### src/rtl/hazard_grid_pkg.sv
// rtl/hazard_grid_pkg.sv - shared grid geometry, FSM state, box type and cell indexing
package hazard_grid_pkg;

    localparam int GRID_COLS = 8;
    localparam int GRID_ROWS = 4;
    localparam int CELL_W    = 3;
    localparam int CELL_H    = 2;
    localparam int COORD_W   = 5;
    localparam int NCELLS    = GRID_COLS * GRID_ROWS;

    typedef enum logic [2:0] {
        ST_IDLE,
        ST_SCAN,
        ST_GROW_R,
        ST_GROW_D,
        ST_EMIT,
        ST_DONE
    } state_t;

    typedef struct packed {
        logic [COORD_W-1:0] top;
        logic [COORD_W-1:0] left;
        logic [COORD_W-1:0] bottom;
        logic [COORD_W-1:0] right;
    } box_t;

    function automatic logic [4:0] cell_idx(input logic [1:0] row, input logic [2:0] col);
        return 5'(int'(row) * GRID_COLS + int'(col));
    endfunction

endpackage

### src/rtl/hazard_rect_mask.sv
// rtl/hazard_rect_mask.sv - combinational 32-cell mask of an inclusive cell rectangle
module hazard_rect_mask
    import hazard_grid_pkg::*;
(
    input  logic [1:0]        start_row,
    input  logic [2:0]        start_col,
    input  logic [1:0]        end_row,
    input  logic [2:0]        end_col,
    output logic [NCELLS-1:0] mask
);

    logic [GRID_ROWS-1:0] row_sel;
    logic [GRID_COLS-1:0] col_sel;

    // Range selects built from opposing shifts; ~end gives (max - end) for free.
    assign row_sel = (4'hF << start_row) & (4'hF >> (~end_row));
    assign col_sel = (8'hFF << start_col) & (8'hFF >> (~end_col));

    for (genvar i = 0; i < NCELLS; i++) begin : g_cell
        assign mask[i] = row_sel[i / GRID_COLS] & col_sel[i % GRID_COLS];
    end

endmodule

### src/rtl/hazard_decoder.sv
// rtl/hazard_decoder.sv - raster-scan greedy rectangle decoder from occupancy grid to pixel boxes
module hazard_decoder #(
    parameter int GRID_COLS = 8,
    parameter int GRID_ROWS = 4,
    parameter int CELL_W    = 3,
    parameter int CELL_H    = 2,
    parameter int COORD_W   = 5
) (
    input  logic               clk,
    input  logic               rst_n,
    input  logic               in_valid,
    output logic               in_ready,
    input  logic [15:0]        vec1,
    input  logic [15:0]        vec2,
    output logic               out_valid,
    input  logic               out_ready,
    output logic [COORD_W-1:0] out_top,
    output logic [COORD_W-1:0] out_left,
    output logic [COORD_W-1:0] out_bottom,
    output logic [COORD_W-1:0] out_right,
    output logic               out_last,
    output logic               done,
    output logic [4:0]         num_hazards
);
    import hazard_grid_pkg::*;

    localparam logic [4:0] LAST_CELL = 5'(GRID_COLS * GRID_ROWS - 1);
    localparam logic [2:0] MAX_COL   = 3'(GRID_COLS - 1);
    localparam logic [1:0] MAX_ROW   = 2'(GRID_ROWS - 1);

    state_t      state_q, state_d;
    logic [31:0] grid_q, grid_d, claimed_q, claimed_d;
    logic [4:0]  cursor_q, cursor_d, count_q, count_d, num_hazards_q, num_hazards_d;
    logic [1:0]  start_row_q, start_row_d, end_row_q, end_row_d;
    logic [2:0]  start_col_q, start_col_d, end_col_q, end_col_d;
    logic        in_ready_q, in_ready_d;

    logic [31:0] row_mask, claim_mask, unclaimed;
    logic [4:0]  right_idx;
    logic        accept, scan_hit, grow_r, grow_d, all_claimed, emit;

    hazard_rect_mask u_row_mask (
        .start_row (end_row_q + 2'd1),
        .start_col (start_col_q),
        .end_row   (end_row_q + 2'd1),
        .end_col   (end_col_q),
        .mask      (row_mask)
    );

    hazard_rect_mask u_claim_mask (
        .start_row (start_row_q),
        .start_col (start_col_q),
        .end_row   (end_row_q),
        .end_col   (end_col_q),
        .mask      (claim_mask)
    );

    assign unclaimed   = grid_q & ~claimed_q;
    assign all_claimed = (unclaimed == 32'd0);
    assign right_idx   = cell_idx(start_row_q, end_col_q + 3'd1);
    assign accept      = (state_q == ST_IDLE) && in_ready_q && in_valid;
    assign scan_hit    = unclaimed[cursor_q];
    assign grow_r      = (end_col_q < MAX_COL) && unclaimed[right_idx];
    assign grow_d      = (end_row_q < MAX_ROW) && ((unclaimed & row_mask) == row_mask);

    always_ff @(posedge clk or negedge rst_n) begin
        if (!rst_n) begin
            state_q       <= ST_IDLE;
            grid_q        <= '0;
            claimed_q     <= '0;
            cursor_q      <= '0;
            count_q       <= '0;
            num_hazards_q <= '0;
            start_row_q   <= '0;
            start_col_q   <= '0;
            end_row_q     <= '0;
            end_col_q     <= '0;
            in_ready_q    <= 1'b0;
        end else begin
            state_q       <= state_d;
            grid_q        <= grid_d;
            claimed_q     <= claimed_d;
            cursor_q      <= cursor_d;
            count_q       <= count_d;
            num_hazards_q <= num_hazards_d;
            start_row_q   <= start_row_d;
            start_col_q   <= start_col_d;
            end_row_q     <= end_row_d;
            end_col_q     <= end_col_d;
            in_ready_q    <= in_ready_d;
        end
    end

    always_comb begin
        state_d = state_q;
        case (state_q)
            ST_IDLE:   if (accept) state_d = ST_SCAN;
            ST_SCAN:   if (scan_hit) state_d = ST_GROW_R;
                       else if (cursor_q == LAST_CELL) state_d = ST_DONE;
            ST_GROW_R: if (!grow_r) state_d = ST_GROW_D;
            ST_GROW_D: if (!grow_d) state_d = ST_EMIT;
            ST_EMIT:   if (out_ready) state_d = (all_claimed || cursor_q == LAST_CELL) ? ST_DONE : ST_SCAN;
            ST_DONE:   state_d = ST_IDLE;
            default:   state_d = ST_IDLE;
        endcase
    end

    always_comb begin
        grid_d      = grid_q;
        claimed_d   = claimed_q;
        cursor_d    = cursor_q;
        count_d     = count_q;
        start_row_d = start_row_q;
        start_col_d = start_col_q;
        end_row_d   = end_row_q;
        end_col_d   = end_col_q;
        case (state_q)
            ST_IDLE: if (accept) begin
                grid_d    = {vec2, vec1};
                claimed_d = '0;
                cursor_d  = '0;
                count_d   = '0;
            end
            ST_SCAN: if (scan_hit) begin
                start_row_d = cursor_q[4:3];
                start_col_d = cursor_q[2:0];
                end_col_d   = cursor_q[2:0];
            end else if (cursor_q != LAST_CELL) begin
                cursor_d = cursor_q + 5'd1;
            end
            ST_GROW_R: if (grow_r) end_col_d = end_col_q + 3'd1;
                       else end_row_d = start_row_q;
            ST_GROW_D: if (grow_d) end_row_d = end_row_q + 2'd1;
                       else claimed_d = claimed_q | claim_mask;
            ST_EMIT: if (out_ready) begin
                count_d = count_q + 5'd1;
                if (!all_claimed && cursor_q != LAST_CELL) cursor_d = cursor_q + 5'd1;
            end
            default: ;
        endcase
        // Count is frozen into the report on the way into DONE; cleared on the next accept.
        num_hazards_d = accept ? 5'd0 : (state_d == ST_DONE) ? count_d : num_hazards_q;
        in_ready_d    = (state_d == ST_IDLE);
    end

    always_comb begin
        emit        = (state_q == ST_EMIT);
        in_ready    = in_ready_q;
        out_valid   = emit;
        out_last    = emit && all_claimed;
        done        = (state_q == ST_DONE);
        num_hazards = num_hazards_q;
        out_top     = '0;
        out_left    = '0;
        out_bottom  = '0;
        out_right   = '0;
        if (emit) begin
            out_top    = COORD_W'(start_row_q) * COORD_W'(CELL_H);
            out_left   = COORD_W'(start_col_q) * COORD_W'(CELL_W);
            out_bottom = COORD_W'(end_row_q) * COORD_W'(CELL_H) + COORD_W'(CELL_H - 1);
            out_right  = COORD_W'(end_col_q) * COORD_W'(CELL_W) + COORD_W'(CELL_W - 1);
        end
    end

endmodule

### config.mk
export PLATFORM = sky130hd
export DESIGN_NAME = hazard_decoder
export DESIGN_NICKNAME = d
export VERILOG_FILES = /design/src/rtl/hazard_grid_pkg.sv /design/src/rtl/hazard_rect_mask.sv /design/src/rtl/hazard_decoder.sv
export SDC_FILE = /design/constraint.sdc
export NUM_CORES = 1
export LEC_CHECK = 0
export ABC_AREA = 1
export CORE_ASPECT_RATIO = 0.7
export CORE_MARGIN = 10
export CORE_UTILIZATION = 40
export CTS_BUF_LIST = sky130_fd_sc_hd__clkbuf_16
export DETAILED_ROUTE_END_ITERATION = 16
export SYNTH_ARGS = -nofsm -noshare
export SYNTH_HDL_FRONTEND = slang
export SYNTH_SLANG_ARGS = --single-unit
### constraint.sdc
create_clock -name clk -period 2.1 [get_ports clk]
set_clock_uncertainty 0.15 [all_clocks]
set_input_delay 0.21 -clock clk [delete_from_list [all_inputs] [get_ports clk]]
set_output_delay 0.21 -clock clk [all_outputs]
set_load 0.05 [all_outputs]
==> results of run 1 <==
-- routing by layer --
layer	part of all wire [%]	GRT usage (%)	up-vias
met5	0	0	-
met4	1.2	4.788	0
met3	7.9	7.017	23
met2	43	31.89	225
met1	48	31.38	2995
li1	-	-	2995
-- power by group --
group          total, W  internal [W]  leakage (nW)  switching, W
logic           0.00766       0.00317          2.92       0.00449
clock network   0.00164      0.000831         0.143      0.000806
registers       0.00270       0.00230          1.23      0.000402
-- layout make-up --
class                           count  area [um^2]
Multi-Input combinational cell    595         3735
Timing Repair inverter              1        6.256
Sequential cell                    93         2335
Clock inverter                      7        65.06
Fill cell                        1224         5032
Timing Repair Buffer              208         2063
Clock buffer                        9        225.2
Inverter                          102        399.1
Tap cell                          190        237.7
-- worst register-to-register path: cells and delay by family (launching register included) --
family | cells | cell delay [ns]
AND/OR/NAND/NOR | 11 | 0.90
AO/OA/AOI/OAI | 1 | 0.25
adder cells (fa/ha/maj) | 1 | 0.19
flip-flops | 1 | 0.43
buffers and inverters | 3 | 0.36
-- logic make-up (layout without fill, tap and decap cells) --
family / Yosys count / in the layout
AO/OA/AOI/OAI: 90 / 90
flip-flops: 93 / 93
other: 1 / 5
XOR/XNOR: 2 / 2
buffers and inverters: 136 / 327
AND/OR/NAND/NOR: 474 / 474
adder cells (fa/ha/maj): 24 / 24
-- how the worst max path moves through the flow --
stage / startpoint / end / slack (ns) / cells past startpoint
after global placement: end_col_q[0] / num_hazards[1] / -0.32 / 14
after CTS: end_col_q[1] / out_right[3] / -0.20 / 9
after floorplan: state_q[1] / out_bottom[1] / -0.14 / 6
after global routing: end_col_q[1] / num_hazards[0] / -0.36 / 16
after detailed placement: start_col_q[1] / num_hazards[2] / -0.37 / 15
final: end_col_q[1] / num_hazards[1] / -0.28 / 16
-- registers in the layout, indices dropped and copies added, names as in the netlist --
| name | cells |
|---|---|
| end_col_q | 3 |
| grid_q | 32 |
| end_row_q | 2 |
| start_row_q | 2 |
| claimed_q | 32 |
| start_col_q | 3 |
| in_ready | 1 |
| cursor_q | 5 |
| count_q | 5 |
| num_hazards | 5 |
| state_q | 3 |
-- cells in the final DEF, fill, tap and decap left out, types with 17 or more instances in the layout --
cell type | Yosys | final
clkdlybuf4s50_1 | 0 | 40
buf_6 | 3 | 21
nand3_2 | 3 | 34
buf_12 | 0 | 22
nor2_1 | 76 | 46
a21oi_1 | 45 | 24
buf_4 | 6 | 121
nand3_1 | 116 | 79
nor2_2 | 3 | 18
inv_1 | 86 | 67
dfrtp_1 | 93 | 87
nor2_4 | 2 | 17
nand2_1 | 245 | 192
inv_2 | 16 | 31
a21oi_2 | 1 | 21
nand2_2 | 6 | 51
-- metrics by stage --
step / total power, W / hold slack [ns] / utilization [%] / area (um^2) / setup TNS [ns]
final: 0.01199 / 0.1619 / 64.31 / 9066 / -8.957
after global placement: 0.008494 / 0.001223 / 54.26 / 7650 / -9.429
after global routing: 0.01277 / 0.2085 / 64.31 / 9066 / -13.26
after floorplan: 0.005968 / -0.2356 / - / 5979 / -0.4608
after detailed placement: 0.008547 / 0.002370 / 54.26 / 7650 / -10.65
after CTS: 0.01117 / 0.1577 / 61.24 / 8635 / -6.127
-- what timing repair did --
action,4_1_cts,5_1_grt
resized for setup,127,94
gates cloned,0,2
buffers inserted,34,13
pin swaps,52,57
hold buffers,1,0
hold endpoints to repair,36,0
endpoints found under the setup margin,65,69
==> results_dict.tcl, run 1 <==
set metrics [dict create \
    tritoncts "yes" \
    drv_cap 0 \
    crit_buf_inv 3 \
    ir_worst_vdd_mv 0.6313 \
    violations "setup timing" \
    grt_pass1_wl_mm 33.93 \
    synthArstFlopShare_pct 100.0 \
    drive_gt1_share_pct 40.49 \
    yosys_warnings 0 \
    hold_viol_final 0 \
    critPathLaunchType "flop" \
    area_growth_pct 55.76 \
    port_buffers 59 \
    fin_cells 1205 \
    syn-cell-area_mm2 0.005821 \
    r2r-start "end_col_q[1]" \
    pre_cts_slack_ns -0.3692 \
    critical_path_required_ns 2.21 \
    cp_top_family "simple AND/OR/NAND/NOR gates" \
    crit_path_end_kind "flop" \
    synth_compound_area_share_pct 9.136 \
    clock-sinks 93 \
    grt_max_degree 72 \
    cp.arrival_ns 2.49 \
    io_pins 65 \
    wl_per_cell_um 18.48 \
    grt.total_usage_pct 22.08 \
    synth_top_area_cell "dfrtp_1" \
    cts_buffer_depth 2 \
    clk_latency_ns 0.36 \
    yosysMostFrequentCell "nand2_1" \
    critPathKind "flop to flop" \
    power_density_mw_per_mm2 1323 \
    finalCriticalPeriod_ns 2.378 \
    drtAntennaViolNets 0 \
    synth_cell_type_count 36 \
    synth-simple-area-share_pct 35.51 \
    crit_chain "inv_2, ha_4, buf_6, a21boi_4, nand3_1, nand2_1, nor2_2, nand2_1, nor2_2, nand2_2, nand2_4, buf_6, nand3_4, nand2_2, nand3_1, nand2_1" \
    outcome "complete, but fails checks" \
    slowest_stage "dfrtp_1" \
    critical_path.max_stage_delay_ns 0.43 \
    start_util_pct 41.29 \
    grt_pass1_vias 6118 \
    path_max_fanout 5 \
    htreeDepth 3 \
    antenna_found_initial 0 \
    reg2reg_to "num_hazards[1]" \
    timing.final.crit_share_pct 113.2 \
    reg2reg_depth 16 \
    ys_top_cells_by_area "dfrtp_1 (40%), nand2_1 (16%), nand3_1 (10%)" \
    wl_mm 22.27 \
    synth_top_area_share_pct 39.98 \
    cpMostUsedCell "nand2_1" \
    dieArea_mm2 0.01985 \
    reg2reg_slack_ns -0.28 \
    max_slew.worst_pin.slew_ns 0.5694 \
    synth_edf_count 0 \
    core_area_mm2 0.01410 \
    cts_made_buffers 9 \
    nets 1070 \
    rows 36 \
    avgSynthCellArea_um2 7.098 \
    syn_inst 820 \
    setup_violations 46 \
    viasPerCell 5.177 \
    ys_seq_elements 93 \
    slew_headroom_pct 61.92 \
    synth_ff_type "dfrtp_1" \
    slew_viol_final 0 \
    synth_mux_area_share_pct 0 \
    dp_hpwl_mm 16.51 \
    drt-pass1-iter-count 5 \
    die_h_um 120.9 \
    first_iter_violations 512 \
    rsz0062_at_grt "yes" \
    die_x_um 164.2 \
    globalRouteOverflowTotal 0 \
    drc_errors 0 \
    synth_commonest_cells "nand2_1 (245), nand3_1 (116), dfrtp_1 (93), inv_1 (86), nor2_1 (76)" \
    finalWorstSetupSlack_ns -0.2776 \
    cts.clk_slew.worst_paths_ns 0.08 \
    dp.cells 1143 \
    diodes 0 \
    max_freq_mhz 420.6 \
    place_congestion 0.9914 \
    num_vias 6238 \
    ys_seq_area_share_pct 39.98 \
    leakagePower_nw 4.293 \
    synth_top_family_by_area "simple AND/OR/NAND/NOR gates" \
    root_buffer "clkbuf_16" \
    synth_fa_ha_area_share_pct 5.288 \
    synth-xor-area-share_pct 0.3009 \
    holdCritPathClass "primary input to asynchronous set/reset pin" \
]
Power figures use the tool's default switching activity.
==> run 2: changes to the inputs <==
ABC_CLOCK_PERIOD_IN_PS = 2100   (was not set)
==> results of run 2 <==
The final DEF is identical to that of run 1; final timing and power are the same.
==> run 3: changes to the inputs <==
ABC_CLOCK_PERIOD_IN_PS = 2900   (was 2100)
CORE_ASPECT_RATIO = not set   (was 0.7)
clock period = 2.9 ns   (was 2.1 ns; I/O delays follow)
==> run 3 against run 2 <==
Compared with the run above:
- the run now ends clean
- setup slack better by 0.54 ns
- total power down 47%
- sequential share of layout area up 7.9 points
==> results_dict.tcl, run 3 (same netlist as run 1, synthesis figures left out) <==
set metrics [dict create \
    grt.total_usage_pct 17.80 \
    area_growth_pct 18.98 \
    wl_mm 17.52 \
    holdWs_ns 0.2998 \
    fin_util_pct 48.20 \
    drt-pass1-iter-count 5 \
    finalWorstSetupSlack_ns 0.2660 \
    dieArea_mm2 0.01978 \
    drc_errors 0 \
    timing.final.crit_share_pct 90.83 \
    antenna_found_initial 0 \
    die_x_um 140.6 \
    grt_pass1_wl_mm 28.43 \
    rsz0062_at_grt "no" \
    max_freq_mhz 379.6 \
    place_congestion 0.9698 \
    critical_path_required_ns 2.46 \
    power_density_mw_per_mm2 925.7 \
    port_buffers 59 \
    globalRouteOverflowTotal 0 \
    drtAntennaViolNets 0 \
    wl_per_cell_um 16.47 \
    ir_worst_vdd_mv 0.3086 \
    cts_buffer_depth 2 \
    die_h_um 140.6 \
    drive_gt1_share_pct 9.091 \
    pre_cts_slack_ns 0.4000 \
    cp.arrival_ns 2.19 \
    leakagePower_nw 3.403 \
    tns_ns 0 \
    viasPerCell 5.077 \
    cts.clk_slew.worst_paths_ns 0.07 \
    r2r-start "end_col_q[0]" \
    reg2reg_slack_ns 0.38 \
    root_buffer "clkbuf_16" \
    htreeDepth 3 \
    tritoncts "yes" \
    clock-sinks 93 \
    finalPower_w 0.006411 \
    crit_chain "nor2_1, inv_2, nor2_2, inv_2, nor2_1, clkdlybuf4s50_1" \
    outcome "completed" \
    grt_pass1_vias 5290 \
    path_max_fanout 19 \
    critPathKind "flop to output port" \
    core_area_mm2 0.01437 \
    critical_path.max_stage_delay_ns 0.81 \
    diodes 0 \
    drv_cap 0 \
    start_util_pct 40.51 \
    holdCritPathClass "primary input to asynchronous set/reset pin" \
    critPathLaunchType "flop" \
    setup_violations 0 \
    finalCriticalPeriod_ns 2.634 \
    reg2reg_to "claimed_q[22]" \
    max_slew.worst_pin.slew_ns 0.7873 \
    clk_latency_ns 0.36 \
    cts_made_buffers 9 \
    layout_common_cells "nand2_1 (245), nand3_1 (116), dfrtp_1 (93)" \
    slowest_stage "clkdlybuf4s50_1" \
    first_iter_violations 561 \
    layout_commonest_cell "nand2_1" \
    reg2reg_depth 14 \
    reg.largest.list "claimed_q (32), grid_q (32)" \
    nets 935 \
    slew_headroom_pct 47.51 \
    crit_path_end_kind "output port" \
    grt_max_degree 60 \
    io_pins 65 \
    dp_hpwl_mm 12.85 \
    num_vias 5402 \
    rows 44 \
    slew_viol_final 0 \
    hold_viol_final 0 \
]
run 3: layout make-up:
cell class	count	area, um^2
fillers	1447	7443
multi-input cells	595	2943
flip-flops and latches	93	2327
repair buffers	74	750.7
inverters	102	382.9
well taps	184	230.2
clock buffers	9	225.2
clock inverters	7	66.31
run 3: layer usage:
metal	part of all wire (%)	up-vias	GRT usage (%)	routed length, um
met5	0	-	0	0
met4	2.0	0	6.630	346
met3	7.0	25	3.762	1229
met2	45	195	27.12	7896
met1	46	2455	24.24	8052
li1	-	2727	-	-
run 3: critical path: cells and delay by family, from the launching register on:
family                 cells  cell delay [ns]
buffers and inverters      3             1.04
AND/OR/NAND/NOR            3             0.38
flip-flops                 1             0.41
run 3: worst max-delay path by stage:
stage,start,to
final,state_q[0],out_left[0]
after global routing,end_col_q[0],claimed_q[6]
after global placement,end_col_q[0],num_hazards[4]
after detailed placement,end_col_q[0],claimed_q[22]
after CTS,state_q[0],out_left[4]
after floorplan,state_q[1],out_bottom[1]
run 3: metrics by stage:
| step | instance area, um^2 | std cells |
|---|---|---|
| 2_1_floorplan | 5836 | 824 |
| 3_3_place_gp | 6624 | 1047 |
| 3_5_place_dp | 6624 | 1047 |
| 4_1_cts | 6925 | 1064 |
| 5_1_grt | 6925 | 1064 |
| 6_report | 6925 | 1064 |
run 3: power breakdown:
part	internal [W]	switching, W	leakage (nW)
logic	0.00100	0.00227	2.03
registers	0.00166	0.000296	1.24
clock network	0.000662	0.000525	0.136
total	0.00332	0.00309	3.40
run 3: timing repair:
item / in CTS / in global routing
resized for setup: 0 / 0
buffers inserted: 0 / 0
hold endpoints to repair: 34 / 0
hold buffers: 1 / 0
